==> src/rtl/sysmon_host_link.sv <==
// Host-side endpoint of the system monitor UART packet link: telemetry frame parser plus command framer.
// Define SYSMON_HOST_CHECKSUM_EN to add a trailing XOR checksum byte in both directions.
module sysmon_host_link #(
  parameter int IDLE_TIMEOUT = 8192,
  parameter int NUM_CH       = 7
) (
  input  logic                   clk,
  input  logic                   reset,
  input  logic [7:0]             uart_rx_data,
  input  logic                   uart_rx_val,
  input  logic                   uart_tx_busy,
  output logic [7:0]             uart_tx_data,
  output logic                   uart_tx_val,
  input  logic [6:0]             cmd_addr,
  input  logic [13:0]            cmd_data,
  input  logic                   cmd_valid,
  output logic                   cmd_ready,
  output logic [NUM_CH*14-1:0]   ch_value,
  output logic [NUM_CH-1:0]      ch_update,
  output logic                   frame_error,
  output logic [7:0]             error_count
);

  localparam int TW = $clog2(IDLE_TIMEOUT + 1);

  typedef enum logic [2:0] {
    RX_IDLE, RX_LEN, RX_D0, RX_D1
`ifdef SYSMON_HOST_CHECKSUM_EN
    , RX_CSUM
`endif
  } rx_state_e;

  typedef enum logic [2:0] {
    TX_IDLE, TX_HDR, TX_LEN, TX_D0, TX_D1
`ifdef SYSMON_HOST_CHECKSUM_EN
    , TX_CSUM
`endif
  } tx_state_e;

  rx_state_e             rx_state_q, rx_state_d;
  logic [6:0]            rx_addr_q, rx_addr_d;
  logic [5:0]            rx_hi_q, rx_hi_d;
  logic [TW-1:0]         timer_q, timer_d;
  logic [NUM_CH*14-1:0]  ch_value_q, ch_value_d;
  logic [NUM_CH-1:0]     ch_update_q, ch_update_d;
  logic                  frame_error_q, rx_err;
  logic [7:0]            error_count_q;
  logic                  commit;
  logic [13:0]           commit_val;
`ifdef SYSMON_HOST_CHECKSUM_EN
  logic [7:0]            rx_lo_q, rx_lo_d;
  logic [7:0]            rx_csum_q, rx_csum_d;
`endif

  always_comb begin
    rx_state_d  = rx_state_q;
    rx_addr_d   = rx_addr_q;
    rx_hi_d     = rx_hi_q;
    timer_d     = timer_q;
    ch_value_d  = ch_value_q;
    ch_update_d = '0;
    rx_err      = 1'b0;
    commit      = 1'b0;
    commit_val  = '0;
`ifdef SYSMON_HOST_CHECKSUM_EN
    rx_lo_d     = rx_lo_q;
    rx_csum_d   = rx_csum_q;
`endif
    // Idle timer only runs mid-frame; expiry abandons the partial frame.
    if (rx_state_q != RX_IDLE && !uart_rx_val) begin
      if (timer_q == '0) begin
        rx_err     = 1'b1;
        rx_state_d = RX_IDLE;
      end else begin
        timer_d = timer_q - TW'(1);
      end
    end
    if (uart_rx_val) begin
      timer_d = TW'(IDLE_TIMEOUT - 1);
`ifdef SYSMON_HOST_CHECKSUM_EN
      rx_csum_d = rx_csum_q ^ uart_rx_data;
`endif
      case (rx_state_q)
        RX_IDLE: begin
          if (uart_rx_data[7]) begin
            rx_addr_d  = uart_rx_data[6:0];
            rx_state_d = RX_LEN;
`ifdef SYSMON_HOST_CHECKSUM_EN
            rx_csum_d  = uart_rx_data;
`endif
          end else begin
            rx_err = 1'b1;
          end
        end
        RX_LEN: begin
          if (uart_rx_data == 8'h02) begin
            rx_state_d = RX_D0;
          end else begin
            rx_err     = 1'b1;
            rx_state_d = RX_IDLE;
          end
        end
        RX_D0: begin
          rx_hi_d    = uart_rx_data[5:0];
          rx_state_d = RX_D1;
        end
        RX_D1: begin
`ifdef SYSMON_HOST_CHECKSUM_EN
          rx_lo_d    = uart_rx_data;
          rx_state_d = RX_CSUM;
`else
          commit     = 1'b1;
          commit_val = {rx_hi_q, uart_rx_data};
          rx_state_d = RX_IDLE;
`endif
        end
`ifdef SYSMON_HOST_CHECKSUM_EN
        RX_CSUM: begin
          if (uart_rx_data == rx_csum_q) begin
            commit     = 1'b1;
            commit_val = {rx_hi_q, rx_lo_q};
          end else begin
            rx_err = 1'b1;
          end
          rx_state_d = RX_IDLE;
        end
`endif
        default: rx_state_d = RX_IDLE;
      endcase
    end
    // Addresses beyond the last channel match nothing and are silently dropped.
    for (int n = 0; n < NUM_CH; n++) begin
      if (commit && rx_addr_q == 7'(n)) begin
        ch_value_d[n*14 +: 14] = commit_val;
        ch_update_d[n]         = 1'b1;
      end
    end
  end

  always_ff @(posedge clk or posedge reset) begin
    if (reset) begin
      rx_state_q    <= RX_IDLE;
      rx_addr_q     <= '0;
      rx_hi_q       <= '0;
      timer_q       <= '0;
      ch_value_q    <= '0;
      ch_update_q   <= '0;
      frame_error_q <= 1'b0;
      error_count_q <= '0;
`ifdef SYSMON_HOST_CHECKSUM_EN
      rx_lo_q       <= '0;
      rx_csum_q     <= '0;
`endif
    end else begin
      rx_state_q    <= rx_state_d;
      rx_addr_q     <= rx_addr_d;
      rx_hi_q       <= rx_hi_d;
      timer_q       <= timer_d;
      ch_value_q    <= ch_value_d;
      ch_update_q   <= ch_update_d;
      frame_error_q <= rx_err;
      if (rx_err && error_count_q != 8'hFF) error_count_q <= error_count_q + 8'd1;
`ifdef SYSMON_HOST_CHECKSUM_EN
      rx_lo_q       <= rx_lo_d;
      rx_csum_q     <= rx_csum_d;
`endif
    end
  end

  tx_state_e    tx_state_q, tx_state_d, tx_next;
  logic [6:0]   tx_addr_q, tx_addr_d;
  logic [13:0]  tx_cmd_q, tx_cmd_d;
  logic [1:0]   gap_q, gap_d;
  logic         tx_val_q, tx_val_d;
  logic [7:0]   tx_byte_q, tx_byte_d, cur_byte;

  always_comb begin
    tx_state_d = tx_state_q;
    tx_addr_d  = tx_addr_q;
    tx_cmd_d   = tx_cmd_q;
    gap_d      = (gap_q != 2'd0) ? gap_q - 2'd1 : 2'd0;
    tx_val_d   = 1'b0;
    tx_byte_d  = tx_byte_q;
    cur_byte   = 8'h00;
    tx_next    = TX_IDLE;
    case (tx_state_q)
      TX_HDR: begin cur_byte = {1'b1, tx_addr_q};         tx_next = TX_LEN; end
      TX_LEN: begin cur_byte = 8'h02;                     tx_next = TX_D0;  end
      TX_D0:  begin cur_byte = {2'b00, tx_cmd_q[13:8]};   tx_next = TX_D1;  end
`ifdef SYSMON_HOST_CHECKSUM_EN
      TX_D1:  begin cur_byte = tx_cmd_q[7:0];             tx_next = TX_CSUM; end
      TX_CSUM: begin
        cur_byte = {1'b1, tx_addr_q} ^ 8'h02 ^ {2'b00, tx_cmd_q[13:8]} ^ tx_cmd_q[7:0];
        tx_next  = TX_IDLE;
      end
`else
      TX_D1:  begin cur_byte = tx_cmd_q[7:0];             tx_next = TX_IDLE; end
`endif
      default: ;
    endcase
    // The strobe is registered, so a gap of two covers the strobe cycle plus one skip cycle.
    if (tx_state_q == TX_IDLE) begin
      if (cmd_valid) begin
        tx_addr_d  = cmd_addr;
        tx_cmd_d   = cmd_data;
        tx_state_d = TX_HDR;
      end
    end else if (gap_q == 2'd0 && !uart_tx_busy) begin
      tx_val_d   = 1'b1;
      tx_byte_d  = cur_byte;
      gap_d      = 2'd2;
      tx_state_d = tx_next;
    end
  end

  always_ff @(posedge clk or posedge reset) begin
    if (reset) begin
      tx_state_q <= TX_IDLE;
      tx_addr_q  <= '0;
      tx_cmd_q   <= '0;
      gap_q      <= '0;
      tx_val_q   <= 1'b0;
      tx_byte_q  <= '0;
    end else begin
      tx_state_q <= tx_state_d;
      tx_addr_q  <= tx_addr_d;
      tx_cmd_q   <= tx_cmd_d;
      gap_q      <= gap_d;
      tx_val_q   <= tx_val_d;
      tx_byte_q  <= tx_byte_d;
    end
  end

  assign cmd_ready    = (tx_state_q == TX_IDLE);
  assign uart_tx_val  = tx_val_q;
  assign uart_tx_data = tx_byte_q;
  assign ch_value     = ch_value_q;
  assign ch_update    = ch_update_q;
  assign frame_error  = frame_error_q;
  assign error_count  = error_count_q;

endmodule

==> config.mk <==
export PLATFORM = sky130hd
export DESIGN_NAME = sysmon_host_link
export DESIGN_NICKNAME = d
export VERILOG_FILES = /design/src/rtl/sysmon_host_link.sv
export SDC_FILE = /design/constraint.sdc
export NUM_CORES = 1
export LEC_CHECK = 0
export BUFFER_PORTS_ARGS = -buffer_cell sky130_fd_sc_hd__buf_2
export CAP_MARGIN = 15
export CORE_UTILIZATION = 40
export DETAILED_ROUTE_END_ITERATION = 10
export GPL_ROUTABILITY_DRIVEN = 0
export GPL_TIMING_DRIVEN = 0
export PLACE_DENSITY = 0.61
export SYNTH_ARGS = -nofsm -noshare
export SYNTH_HDL_FRONTEND = slang
export SYNTH_SLANG_ARGS = --single-unit
==> constraint.sdc <==
create_clock -name clk -period 8.4 [get_ports clk]
set_clock_uncertainty 0.1 [all_clocks]
set_input_delay 2.52 -clock clk [delete_from_list [all_inputs] [get_ports clk]]
set_output_delay 2.52 -clock clk [all_outputs]
set_load 0.02 [all_outputs]
# Yosys cells after proc, flatten, opt, wreduce, memory -nomap -nowiden
# Cells that the tools add are included.
# W data, S select, Z words.
word_totals:
  regBits: 179
  latch_bits: 0
  ramBits: 0
  romBits: 0
  in_bits: 34
  output_inout_bits: 124
  word_cells: 104
  mem_count: 0
op_classes:
  n_addsub: 3
  mul: 0
  div_mod_pow: 0
  n_lt_le_gt_ge: 0
  eq_ne: 17
  shift: 0
  muxes: 36
  n_bitwise: 1
  reduce_logical: 27
ops:
  columns: ["cell", "count"]
  rows:
  - ["$mux W14", 5]
  - ["$pmux W8 S4", 1]
  - ["$eq A7 B3 Y1 const B", 3]
  - ["$mux W3", 7]
  - ["$pmux W3 S3", 2]
  - ["$mux W1", 16]
  - ["$eq A7 B2 Y1 const B", 2]
  - ["$logic_not A14 Y1", 1]
  - ["$sub A14 B1 Y14 const B", 1]
  - ["$eq A3 B2 Y1 const B", 4]
  - ["$logic_and A1 B1 Y1", 10]
  - ["$reduce_and A2 Y1", 5]
  - ["$add A8 B1 Y8 const B", 1]
  - ["$eq A8 B2 Y1 const B", 1]
  - ["$mux W2", 4]
  - ["$ne A8 B8 Y1 const B", 1]
  - ["$eq A7 B1 Y1 const B", 1]
  - ["$logic_not A7 Y1", 1]
  - ["$eq A3 B1 Y1 const B", 2]
  - ["$logic_not A3 Y1", 2]
  - ["$reduce_bool A2 Y1", 3]
  - ["$ne A2 B2 Y1 const B", 2]
  - ["$eq A3 B3 Y1 const B", 1]
  - ["$reduce_and A3 Y1", 1]
  - ["other kinds (6)", 7]

# Logic depth before layout (Yosys ltp)
# Gate-level depths: netlist of run 1.
logic_depth:
  word_depth: 7
  depth_mapped: 8
  mapped_depth_nobuf: 7

# Worst setup path before layout of run 1
# OpenSTA, ideal clock, no wires.
synth_timing:
  path_type: "input port to flip-flop"
  start: "input uart_rx_val"
  end: "register ch_value_q[20] (netlist: ch_value[20])"
  setup_ns: 0.125
  arrival_ns: 4.132
  t_required_ns: 8.175
  slack_ns: 4.043
  path_stages: 5
  path_buffers: 1
  path_cell_list: "nand4b_1 or3b_2 nor2_1 clkbuf_1 mux2_2"
synth_between:
  elab_chain_cells: 2
  elab_cells_between_ends: 3
  cone_classes: "mux: 2; reduce/logical: 1"
synth_rtl:
  columns: ["element", "line_no", "text"]
  rows:
  - ["start, declared", "10", "input logic uart_rx_val,"]
  - ["$mux W1", "78", "if (uart_rx_val) begin"]
  - ["$logic_and A1 B1 Y1", "133", "if (commit && rx_addr_q == 7'(n)) begin"]
  - ["end signal, assigned", "159", "ch_value_q <= ch_value_d;"]
  - ["end, declared", "44", "logic [NUM_CH*14-1:0] ch_value_q, ch_value_d;"]
# Several ways; a longest one is shown, not always the timed one.
# A chain may end at the register's enable or synchronous reset.

# Final worst setup path of run 1
layout_timing:
  start: "input uart_rx_val"
  end: "register ch_value_q[22] (netlist: ch_value[22])"
# Same word-level chain as after synthesis.

==> impl_metrics.prom, run 1 <==
# TYPE chip_impl_metric gauge
chip_impl_metric{name="postSynthCellCount",unit=""} 526
chip_impl_metric{name="cts_resized",unit=""} 0
chip_impl_metric{name="via_count_of_the_first_global_routing_pass",unit=""} 4871
chip_impl_info{name="timing.hold.worst.start",value="uart_tx_data[6]"} 1
chip_impl_metric{name="post-dp-hpwl",unit="µm"} 11170
chip_impl_info{name="synth_area_leader_cell",value="dfrtp_1"} 1
chip_impl_metric{name="global_route.usage.total",unit="%"} 18.26
chip_impl_info{name="cp_cell_sequence",value="buf_2 > nand4b_1 > or3b_2 > nor2_1 > clkbuf_1 > mux2_2"} 1
chip_impl_metric{name="detail_route.vias_per_cell",unit=""} 5.058
chip_impl_metric{name="ant_nets",unit=""} 0
chip_impl_metric{name="irDropWorstVdd",unit="V"} 0.0001865
chip_impl_metric{name="achievable-frequency",unit="MHz"} 224.1
chip_impl_metric{name="path_buf_inv",unit=""} 2
chip_impl_metric{name="ys_ff_latch",unit=""} 179
chip_impl_metric{name="ys_seq_area_share",unit="%"} 61.89
chip_impl_info{name="regToRegStartpoint",value="rx_addr_q[3]"} 1
chip_impl_metric{name="critical_path_at",unit="ns"} 4.68
chip_impl_metric{name="post_synth.cell_area_avg",unit="µm²"} 13.76
chip_impl_metric{name="setup_viol",unit=""} 0
chip_impl_info{name="critical_path.top_delay_family",value="simple AND/OR/NAND/NOR gates"} 1
chip_impl_metric{name="syn-num-nets",unit=""} 562
chip_impl_metric{name="area_growth",unit="%"} 22.74
chip_impl_metric{name="post_synth_instance_area",unit="mm²"} 0.007237
chip_impl_metric{name="finalCritPeriodShare",unit="%"} 53.12
chip_impl_info{name="synth.area.top_cells",value="dfrtp_1 (62%), mux2_2 (21%), xor2_1 (1.7%)"} 1
chip_impl_metric{name="timing.critical_path.fanout_max",unit=""} 10
chip_impl_metric{name="nFillCells",unit=""} 1545
chip_impl_metric{name="port-buffer-count",unit=""} 151
chip_impl_metric{name="clkLatencyLatePin",unit="ns"} 0.43
chip_impl_metric{name="leakage",unit="nW"} 4.616
chip_impl_metric{name="antenna_diode_instance_count",unit=""} 0
chip_impl_metric{name="maxCapViolations",unit=""} 0
chip_impl_info{name="tritoncts_clock_tree",value="built"} 1
chip_impl_info{name="r2r_end",value="ch_value[76]"} 1
chip_impl_metric{name="slowest_delay",unit="ns"} 0.53
chip_impl_metric{name="holdBufCountCts",unit=""} 0
chip_impl_metric{name="h_tree_depth",unit=""} 4
chip_impl_info{name="run_status",value="finished clean"} 1
chip_impl_metric{name="die_width",unit="µm"} 136.5
chip_impl_metric{name="yosys_warnings",unit=""} 0
chip_impl_metric{name="slew_headroom",unit="%"} 43.37
chip_impl_metric{name="drt_first_pass_iters",unit=""} 4
chip_impl_metric{name="post-cts-setup-buffers",unit=""} 0
chip_impl_metric{name="design.die.area",unit="mm²"} 0.01863
chip_impl_info{name="setup_repair_after_global_routing_missed_its_margin",value="false"} 1
chip_impl_metric{name="routed_wl",unit="µm"} 15960
chip_impl_metric{name="timing.final.max_slew_violations",unit=""} 0
chip_impl_info{name="cp-start-kind",value="primary input"} 1
chip_impl_metric{name="routed_wire_length_per_instance",unit="µm"} 17.07
chip_impl_info{name="crit_path_top_delay_cell",value="clkbuf_1"} 1
chip_impl_metric{name="synth_top_area_share",unit="%"} 61.89
chip_impl_metric{name="clk_transition_reported_paths",unit="ns"} 0.07
chip_impl_info{name="class_of_the_worst_hold_path",value="reg -> reg"} 1
chip_impl_metric{name="synth.distinct_cells",unit=""} 46
chip_impl_metric{name="grt_start_max_net_pins",unit=""} 123
chip_impl_info{name="clk_root_buffer_cell",value="clkbuf_16"} 1
chip_impl_metric{name="reg2reg_setup_slack",unit="ns"} 5.54
chip_impl_metric{name="number_of_placement_rows",unit=""} 48
chip_impl_metric{name="timing_hold_violations_final",unit=""} 0
chip_impl_metric{name="period_minus_slack",unit="ns"} 4.462
chip_impl_info{name="setup.worst_path.end_class",value="register"} 1
chip_impl_metric{name="grt_overflow",unit=""} 0
chip_impl_metric{name="cts.path.max_buffers",unit=""} 2
chip_impl_metric{name="cp.required",unit="ns"} 8.62
chip_impl_metric{name="vias_post_dr",unit=""} 4729
chip_impl_metric{name="cts_inserted_buffers",unit=""} 17
chip_impl_metric{name="cts.sinks",unit=""} 179
chip_impl_metric{name="synth-edff-count",unit=""} 0
chip_impl_info{name="yosys_most_used_dff",value="dfrtp_1"} 1
chip_impl_metric{name="power.total",unit="mW"} 2.215
chip_impl_metric{name="initial_core_util",unit="%"} 41.41
chip_impl_info{name="critical_path_class",value="in -> reg"} 1
chip_impl_metric{name="slew_of_the_pin_with_the_lowest_slew_margin",unit="ns"} 0.8429
chip_impl_metric{name="route.detailed.drc",unit=""} 0
chip_impl_metric{name="r2r_cells",unit=""} 5
chip_impl_metric{name="ys_async_sr_fraction",unit="%"} 100.0
chip_impl_metric{name="cellPowerDensity",unit="mW/mm²"} 249.4
chip_impl_info{name="timing.hold.worst_endpoint",value="uart_tx_data[6]"} 1
chip_impl_metric{name="fp.dieH",unit="µm"} 136.5
chip_impl_metric{name="grt_antenna_before_repair",unit=""} 0
chip_impl_metric{name="core_region_area",unit="mm²"} 0.01748
chip_impl_metric{name="drt_iter0_drc",unit=""} 205
chip_impl_metric{name="grt_pass1_wl",unit="µm"} 25890
chip_impl_metric{name="whs_path_depth",unit=""} 2
chip_impl_metric{name="ioPinCount",unit=""} 158
chip_impl_metric{name="drive_gt1_share",unit="%"} 45.49
chip_impl_metric{name="final_net_count",unit=""} 733
chip_impl_metric{name="fin_tns_setup",unit="ns"} 0
chip_impl_metric{name="hold_slack",unit="ns"} 0.3750
-- worst max path at each step --
stage                     start      endpoint  slack, ns  depth (start not counted)
detailed placement  uart_rx_val  ch_value[19]       3.45                          6
global placement          reset  ch_update[1]      -0.73                          2
floorplan                 reset  ch_update[0]       0.92                          1
finish              uart_rx_val  ch_value[22]       3.94                          6
CTS                 uart_rx_val  ch_value[19]       3.91                          6
global route        uart_rx_val  ch_value[22]       3.83                          6
-- sequential cells by signal, indices dropped and copies added, names as in the netlist --
| name | count |
|---|---|
| ch_update | 7 |
| ch_value | 98 |
| error_count | 8 |
| frame_error | 1 |
| gap_q | 2 |
| rx_addr_q | 7 |
| rx_hi_q | 6 |
| rx_state_q | 3 |
| timer_q | 14 |
| tx_addr_q | 7 |
| tx_cmd_q | 14 |
| tx_state_q | 3 |
| uart_tx_data | 8 |
| uart_tx_val | 1 |
-- cell families (layout without fill, tap and decap cells) --
group	Yosys count	after routing	share of synthesized area [%]
xor+xnor	15	15	1.815
buf+inv	39	223	2.092
mux	141	141	21.84
compound gates	41	41	3.821
flops	179	179	61.89
simple gates	109	109	8.195
fa+ha+maj	2	2	0.3457
-- Yosys cell counts, drive strengths merged, types with 4 or more instances --
master  number
a21oi       11
a22o         6
and2         4
and3         4
buf          5
clkbuf      23
dfrtp      179
inv         11
mux2       135
mux2i        6
nand2       25
nand2b      14
nand3       12
nand4        4
nor2        12
nor3         8
nor3b        4
nor4         5
o21ai       11
or3          5
xor2        14
-- layer usage --
metal / global-route usage (%) / wire, µm / vias up
li1: - / - / 2206
met1: 23.63 / 7094 / 2405
met2: 30.26 / 8059 / 105
met3: 3.963 / 645 / 13
met4: 6.235 / 164 / 0
met5: 0 / 0 / -
-- area by class of cell --
class                   count  area [µm²]  share of cell area (%)
clock inverters            14       143.9                   1.620
well taps                 225       281.5                   3.169
repair buffers            152       783.3                   8.818
clock buffers              18       429.2                   4.832
inverters                  11       48.80                  0.5494
multi-input cells         308        2606                   29.34
plain buffers              28       110.1                   1.240
flip-flops and latches    179        4479                   50.43
-- metrics by stage --
| step | area (µm²) | cells | setup slack [ns] | util, % |
|---|---|---|---|---|
| 3_3_place_gp | 8274 | 902 | -0.7329 | 47.34 |
| 5_1_grt | 8882 | 935 | 3.829 | 50.82 |
| 3_5_place_dp | 8309 | 903 | 3.451 | 47.54 |
| 4_1_cts | 8882 | 935 | 3.909 | 50.82 |
| 2_1_floorplan | 7237 | 526 | 0.9214 | - |
| 6_report | 8882 | 935 | 3.938 | 50.82 |
-- where the power goes --
| part | total, mW | internal, mW | switching (mW) | leakage [nW] |
|---|---|---|---|---|
| sequential | 1.05 | 0.969 | 0.0776 | 2.34 |
| combinational | 0.393 | 0.171 | 0.222 | 2.00 |
| clock | 0.776 | 0.420 | 0.356 | 0.279 |
-- worst min-delay path, cell delays in order (launching register included) --
cell and delay (ns):
dfrtp_1 0.34, nand2_1 0.05, o31ai_1 0.05
-- placed cells by master (no fill, tap or decap), drive strengths merged, types with 2 or more instances in the layout --
cell | synthesis | final
a211o | 2 | 2
a21boi | 2 | 2
a21oi | 11 | 11
a22o | 6 | 6
and2 | 4 | 4
and3 | 4 | 4
buf | 5 | 157
clkbuf | 23 | 41
clkinv | 0 | 3
clkinvlp | 0 | 2
dfrtp | 179 | 179
ha | 2 | 2
inv | 11 | 19
mux2 | 135 | 135
mux2i | 6 | 6
nand2 | 25 | 25
nand2b | 14 | 14
nand3 | 12 | 12
nand4 | 4 | 4
nand4b | 2 | 2
nor2 | 12 | 12
nor2b | 2 | 2
nor3 | 8 | 8
nor3b | 4 | 4
nor4 | 5 | 5
o21ai | 11 | 11
o31ai | 2 | 2
or2 | 2 | 2
or3 | 5 | 5
xor2 | 14 | 14
Power figures use the tool's default switching activity.
==> run 2: changes to the inputs <==
==> constraint.sdc (replaced) <==
create_clock -name clk -period 4.2 [get_ports clk]
set_clock_uncertainty 0.1 [all_clocks]
set_input_delay 1.26 -clock clk [delete_from_list [all_inputs] [get_ports clk]]
set_output_delay 1.26 -clock clk [all_outputs]
set_load 0.02 [all_outputs]
==> impl_metrics.prom, run 2 (synthesis gave the netlist of run 1 again) <==
# TYPE chip_impl_metric gauge
chip_impl_info{name="run_status",value="finished clean"} 1
chip_impl_metric{name="clkLatencyLatePin",unit="ns"} 0.43
chip_impl_info{name="most-common-layout-cells",value="dfrtp_1 (179), buf_2 (152), mux2_2 (132)"} 1
chip_impl_metric{name="initial_core_util",unit="%"} 41.41
chip_impl_metric{name="holdBufCountCts",unit=""} 0
chip_impl_metric{name="core_region_area",unit="mm²"} 0.01748
chip_impl_metric{name="cts_resized",unit=""} 0
chip_impl_info{name="clk_root_buffer_cell",value="clkbuf_16"} 1
chip_impl_metric{name="cts_inserted_buffers",unit=""} 17
chip_impl_metric{name="antenna_diode_instance_count",unit=""} 0
chip_impl_metric{name="vias_post_dr",unit=""} 4732
chip_impl_metric{name="via_count_of_the_first_global_routing_pass",unit=""} 4974
chip_impl_info{name="topRoutingLayerUsed",value="met4"} 1
chip_impl_metric{name="irDropWorstVdd",unit="V"} 0.0003642
chip_impl_metric{name="setup_ws",unit="ns"} 1.009
chip_impl_metric{name="power.total",unit="mW"} 4.488
chip_impl_metric{name="timing_hold_violations_final",unit=""} 0
chip_impl_metric{name="number_of_placement_rows",unit=""} 48
chip_impl_metric{name="cp.required",unit="ns"} 4.42
chip_impl_metric{name="cts.sinks",unit=""} 179
chip_impl_metric{name="post-cts-setup-buffers",unit=""} 0
chip_impl_metric{name="final_area",unit="mm²"} 0.008989
chip_impl_metric{name="area_growth",unit="%"} 24.20
chip_impl_metric{name="path_buf_inv",unit=""} 2
chip_impl_metric{name="maxCapViolations",unit=""} 0
chip_impl_metric{name="port-buffer-count",unit=""} 151
chip_impl_metric{name="routed_wl",unit="µm"} 16330
chip_impl_metric{name="post-place-ws",unit="ns"} 0.5206
chip_impl_metric{name="leakage",unit="nW"} 4.660
chip_impl_info{name="cp_cell_sequence",value="buf_2 > nand4b_1 > or3b_2 > nor2_1 > clkbuf_1 > mux2_2"} 1
chip_impl_metric{name="ant_nets",unit=""} 0
chip_impl_metric{name="detail_route.vias_per_cell",unit=""} 5.039
chip_impl_metric{name="global_route.usage.total",unit="%"} 18.64
chip_impl_metric{name="slew_of_the_pin_with_the_lowest_slew_margin",unit="ns"} 0.8906
chip_impl_metric{name="critical_path_at",unit="ns"} 3.41
chip_impl_metric{name="clk_transition_reported_paths",unit="ns"} 0.07
chip_impl_metric{name="cts.path.max_buffers",unit=""} 2
chip_impl_metric{name="drt_iter0_drc",unit=""} 197
chip_impl_metric{name="timing.final.max_slew_violations",unit=""} 0
chip_impl_metric{name="routed_wire_length_per_instance",unit="µm"} 17.39
chip_impl_metric{name="route.detailed.drc",unit=""} 0
chip_impl_metric{name="dr_wl_met3",unit="µm"} 752
chip_impl_info{name="critical_path.top_delay_family",value="simple AND/OR/NAND/NOR gates"} 1
chip_impl_info{name="tritoncts_clock_tree",value="built"} 1
chip_impl_metric{name="post-dp-hpwl",unit="µm"} 11690
chip_impl_metric{name="detail_route.wirelength.met1",unit="µm"} 7222
chip_impl_info{name="setup_repair_after_global_routing_missed_its_margin",value="false"} 1
chip_impl_metric{name="hold_slack",unit="ns"} 0.3686
chip_impl_metric{name="die_width",unit="µm"} 136.5
chip_impl_metric{name="finalCritPeriodShare",unit="%"} 75.98
chip_impl_metric{name="period_minus_slack",unit="ns"} 3.191
chip_impl_metric{name="design.die.area",unit="mm²"} 0.01863
chip_impl_metric{name="fp.dieH",unit="µm"} 136.5
chip_impl_metric{name="final_net_count",unit=""} 737
chip_impl_metric{name="fin_tns_setup",unit="ns"} 0
chip_impl_info{name="crit_path_top_delay_cell",value="or3b_2"} 1
chip_impl_metric{name="achievable-frequency",unit="MHz"} 313.4
chip_impl_info{name="critical_path_class",value="in -> reg"} 1
chip_impl_info{name="layout.cells.most_common",value="dfrtp_1"} 1
chip_impl_info{name="cp-start-kind",value="primary input"} 1
chip_impl_metric{name="grt_antenna_before_repair",unit=""} 0
chip_impl_metric{name="met2_wirelength",unit="µm"} 8240
chip_impl_metric{name="slowest_delay",unit="ns"} 0.51
chip_impl_metric{name="drive_gt1_share",unit="%"} 45.94
chip_impl_metric{name="grt_pass1_wl",unit="µm"} 26340
chip_impl_metric{name="grt_overflow",unit=""} 0
chip_impl_metric{name="h_tree_depth",unit=""} 4
chip_impl_metric{name="ioPinCount",unit=""} 158
chip_impl_metric{name="slew_headroom",unit="%"} 40.17
chip_impl_metric{name="largest_register_ff_count",unit=""} 98
chip_impl_metric{name="setup_viol",unit=""} 0
chip_impl_metric{name="drt_first_pass_iters",unit=""} 5
chip_impl_metric{name="cellPowerDensity",unit="mW/mm²"} 499.3
chip_impl_info{name="setup.worst_path.end_class",value="register"} 1
chip_impl_metric{name="grt_start_max_net_pins",unit=""} 43
chip_impl_metric{name="timing.critical_path.fanout_max",unit=""} 10
chip_impl_metric{name="placed_cell_area",unit="mm²"} 0.008378
chip_impl_info{name="class_of_the_worst_hold_path",value="reg -> reg"} 1
==> run 2: cell types whose count changed in the layout (fill, tap and decap cells not counted), sizes merged <==
| cell | change |
|---|---|
| buf | +4 |
| clkinv | +3 |
| inv | -2 |
| clkbuf | -1 |
==> run 2: metrics by stage <==
step                      util (%)  instances
after CTS                    51.43        939
after global routing         51.43        939
after detailed placement     47.94        907
final                        51.43        939
after floorplan                  -        526
after global placement       47.37        902
==> run 2: worst paths after layout <==
kind / start / end / slack [ns] / cells past startpoint
max in group asynchronous: reset / ch_value[97] / 2.29 / 5
min in group asynchronous: reset / tx_cmd_q[5] / 0.76 / 2
hold reg to reg: gap_q[0] / gap_q[0] / 0.37 / 1
setup reg to reg: rx_addr_q[3] / ch_value[77] / 1.32 / 5
hold / removal: gap_q[0] / gap_q[0] / 0.37 / 1
setup / recovery: uart_rx_val / ch_value[17] / 1.01 / 6
==> run 2: metal layers <==
layer | vias to the layer above | global-route usage (%)
met5 | - | 0
met4 | 0 | 5.123
met3 | 8 | 4.815
met2 | 126 | 31.30
met1 | 2396 | 23.75
li1 | 2202 | -
==> run 2: power breakdown <==
group / internal (mW) / switching (mW) / leakage (nW)
registers: 1.94 / 0.156 / 2.34
logic: 0.349 / 0.446 / 2.02
clock network: 0.856 / 0.743 / 0.296
==> run 2: final cells by class <==
cell class,instances,area (µm²)
fill,1501,8488
sequential,179,4479
multi-input combinational,308,2606
timing repair buffer,156,855.8
clock buffer,17,425.4
tap,225,281.5
clock inverter,15,185.2
buffer,28,110.1
inverter,11,45.04
==> run 3: changes to the inputs <==
--- a/config.mk
+++ b/config.mk
@@ -11,7 +11,7 @@
 export DETAILED_ROUTE_END_ITERATION = 10
 export GPL_ROUTABILITY_DRIVEN = 0
 export GPL_TIMING_DRIVEN = 0
-export PLACE_DENSITY = 0.61
+export PLACE_DENSITY = 0.63
 export SYNTH_ARGS = -nofsm -noshare
 export SYNTH_HDL_FRONTEND = slang
 export SYNTH_SLANG_ARGS = --single-unit
==> constraint.sdc (replaced) <==
create_clock -name clk -period 2.8 [get_ports clk]
set_clock_uncertainty 0.1 [all_clocks]
set_input_delay 0.84 -clock clk [delete_from_list [all_inputs] [get_ports clk]]
set_output_delay 0.84 -clock clk [all_outputs]
set_load 0.02 [all_outputs]
==> impl_metrics.prom, run 3 (synthesis gave the netlist of run 1 again) <==
# TYPE chip_impl_metric gauge
chip_impl_info{name="run_status",value="finished clean"} 1
chip_impl_metric{name="grt_overflow",unit=""} 0
chip_impl_metric{name="slowest_delay",unit="ns"} 0.57
chip_impl_metric{name="fp.dieH",unit="µm"} 136.5
chip_impl_metric{name="ioPinCount",unit=""} 158
chip_impl_metric{name="placed_cell_area",unit="mm²"} 0.008386
chip_impl_info{name="tritoncts_clock_tree",value="built"} 1
chip_impl_metric{name="timing.final.max_slew_violations",unit=""} 0
chip_impl_metric{name="grt_start_max_net_pins",unit=""} 40
chip_impl_metric{name="drt_first_pass_iters",unit=""} 5
chip_impl_metric{name="finalCritPeriodShare",unit="%"} 97.98
chip_impl_metric{name="path_buf_inv",unit=""} 1
chip_impl_metric{name="power.total",unit="mW"} 6.619
chip_impl_metric{name="largest_register_ff_count",unit=""} 98
chip_impl_metric{name="antenna_diode_instance_count",unit=""} 0
chip_impl_metric{name="period_minus_slack",unit="ns"} 2.743
chip_impl_metric{name="dpl.cell_count",unit=""} 907
chip_impl_metric{name="slew_headroom",unit="%"} 51.02
chip_impl_metric{name="final_net_count",unit=""} 739
chip_impl_info{name="clk_root_buffer_cell",value="clkbuf_16"} 1
chip_impl_metric{name="critical_path_at",unit="ns"} 2.95
chip_impl_metric{name="fin_tns_setup",unit="ns"} 0
chip_impl_metric{name="grt_pass1_wl",unit="µm"} 25140
chip_impl_metric{name="final_area",unit="mm²"} 0.008991
chip_impl_metric{name="finish.cell_count_without_fillers",unit=""} 941
chip_impl_info{name="cp_cell_sequence",value="or4_4 > or4b_4 > or3_1 > buf_4 > a21boi_4 > mux2_1"} 1
chip_impl_info{name="setup.worst_path.end_class",value="register"} 1
chip_impl_metric{name="vias_post_dr",unit=""} 4768
chip_impl_info{name="setup_repair_after_global_routing_missed_its_margin",value="false"} 1
chip_impl_metric{name="cp.required",unit="ns"} 3.01
chip_impl_metric{name="clk_transition_reported_paths",unit="ns"} 0.07
chip_impl_metric{name="h_tree_depth",unit=""} 4
chip_impl_metric{name="nFillCells",unit=""} 1521
chip_impl_metric{name="cts_inserted_buffers",unit=""} 17
chip_impl_info{name="critical_path.top_delay_family",value="simple AND/OR/NAND/NOR gates"} 1
chip_impl_metric{name="timing_hold_violations_final",unit=""} 0
chip_impl_metric{name="global_route.usage.total",unit="%"} 17.89
chip_impl_metric{name="drt_iter0_drc",unit=""} 246
chip_impl_info{name="class_of_the_worst_hold_path",value="in -> async"} 1
chip_impl_metric{name="routed_wl",unit="µm"} 16040
chip_impl_info{name="cp-start-kind",value="register"} 1
chip_impl_metric{name="design.die.area",unit="mm²"} 0.01863
chip_impl_metric{name="number_of_placement_rows",unit=""} 48
chip_impl_metric{name="maxCapViolations",unit=""} 0
chip_impl_metric{name="core_region_area",unit="mm²"} 0.01748
chip_impl_metric{name="grt_antenna_before_repair",unit=""} 0
chip_impl_metric{name="timing.critical_path.fanout_max",unit=""} 8
chip_impl_info{name="most-common-layout-cells",value="dfrtp_1 (179), buf_2 (152), mux2_2 (132)"} 1
chip_impl_metric{name="initial_core_util",unit="%"} 41.41
chip_impl_metric{name="drive_gt1_share",unit="%"} 46.79
chip_impl_metric{name="routed_wire_length_per_instance",unit="µm"} 17.05
chip_impl_info{name="layout.cells.most_common",value="dfrtp_1"} 1
chip_impl_metric{name="area_growth",unit="%"} 24.24
chip_impl_metric{name="cellPowerDensity",unit="mW/mm²"} 736.2
chip_impl_metric{name="leakage",unit="nW"} 4.663
chip_impl_metric{name="setup_viol",unit=""} 0
chip_impl_metric{name="port-buffer-count",unit=""} 151
chip_impl_metric{name="achievable-frequency",unit="MHz"} 364.5
chip_impl_metric{name="ant_nets",unit=""} 0
chip_impl_info{name="crit_path_top_delay_cell",value="or4_4"} 1
chip_impl_metric{name="detail_route.vias_per_cell",unit=""} 5.067
chip_impl_metric{name="cts.path.max_buffers",unit=""} 2
chip_impl_metric{name="post-dp-hpwl",unit="µm"} 11540
chip_impl_metric{name="die_width",unit="µm"} 136.5
chip_impl_info{name="critical_path_class",value="reg -> reg"} 1
chip_impl_metric{name="hold_slack",unit="ns"} 0.3915
chip_impl_metric{name="slew_of_the_pin_with_the_lowest_slew_margin",unit="ns"} 0.7291
chip_impl_metric{name="route.detailed.drc",unit=""} 0
chip_impl_metric{name="irDropWorstVdd",unit="V"} 0.0006017
chip_impl_metric{name="via_count_of_the_first_global_routing_pass",unit=""} 4807
chip_impl_metric{name="cts.sinks",unit=""} 179
chip_impl_metric{name="clkLatencyLatePin",unit="ns"} 0.43
-- run 3: cell types whose count changed in the layout (fill, tap and decap cells not counted), sizes merged --
cell,previous run,this run
buf,161,163
inv,17,16
clkbuf,40,41
clkinv,6,5
clkinvlp,2,3
-- run 3: metrics by stage --
step | setup slack [ns] | util, %
3_3_place_gp | -1.388 | 47.37
4_1_cts | 0.007216 | 51.26
6_report | 0.05657 | 51.45
3_5_place_dp | -0.4618 | 47.98
2_1_floorplan | -0.4346 | -
5_1_grt | 0.001646 | 51.45
-- run 3: timing repair --
item,4_1_cts,5_1_grt
resized for setup,1,6
pin swaps,0,1
endpoints found under the setup margin,9,19
hold buffers,0,0
buffers inserted,0,2
-- run 3: power breakdown --
| part | internal, mW | total [mW] | switching, mW |
|---|---|---|---|
| Sequential | 2.91 | 3.14 | 0.234 |
| Clock | 1.25 | 2.29 | 1.04 |
| Combinational | 0.524 | 1.19 | 0.661 |
-- run 3: worst paths after layout --
path,from,to,slack (ns),cells after the start
hold / removal,reset,tx_state_q[2],0.39,2
setup reg to reg,timer_q[8],error_count[1],0.06,6
setup / recovery,timer_q[8],error_count[1],0.06,6
hold reg to reg,error_count[4],error_count[4],0.39,1
min in group clk,error_count[4],error_count[4],0.39,1
max in group asynchronous,reset,ch_value[76],1.20,5
-- run 3: cell type report --
| class | instances | area, µm² | share of cell area [%] |
|---|---|---|---|
| Sequential cell | 179 | 4479 | 49.82 |
| Multi-Input combinational cell | 308 | 2623 | 29.17 |
| Timing Repair Buffer | 158 | 878.3 | 9.769 |
| Clock buffer | 18 | 429.2 | 4.773 |
| Tap cell | 225 | 281.5 | 3.131 |
| Clock inverter | 14 | 142.6 | 1.586 |
| Buffer | 28 | 112.6 | 1.252 |
| Inverter | 11 | 45.04 | 0.5010 |
-- run 3: per-layer routing --
layer / vias up / GRT usage [%] / routed length, µm
met3: 18 / 4.333 / 661
met5: - / 0 / 0
met2: 108 / 30.09 / 8138
li1: 2208 / - / -
met4: 0 / 5.802 / 198
met1: 2434 / 22.61 / 7042
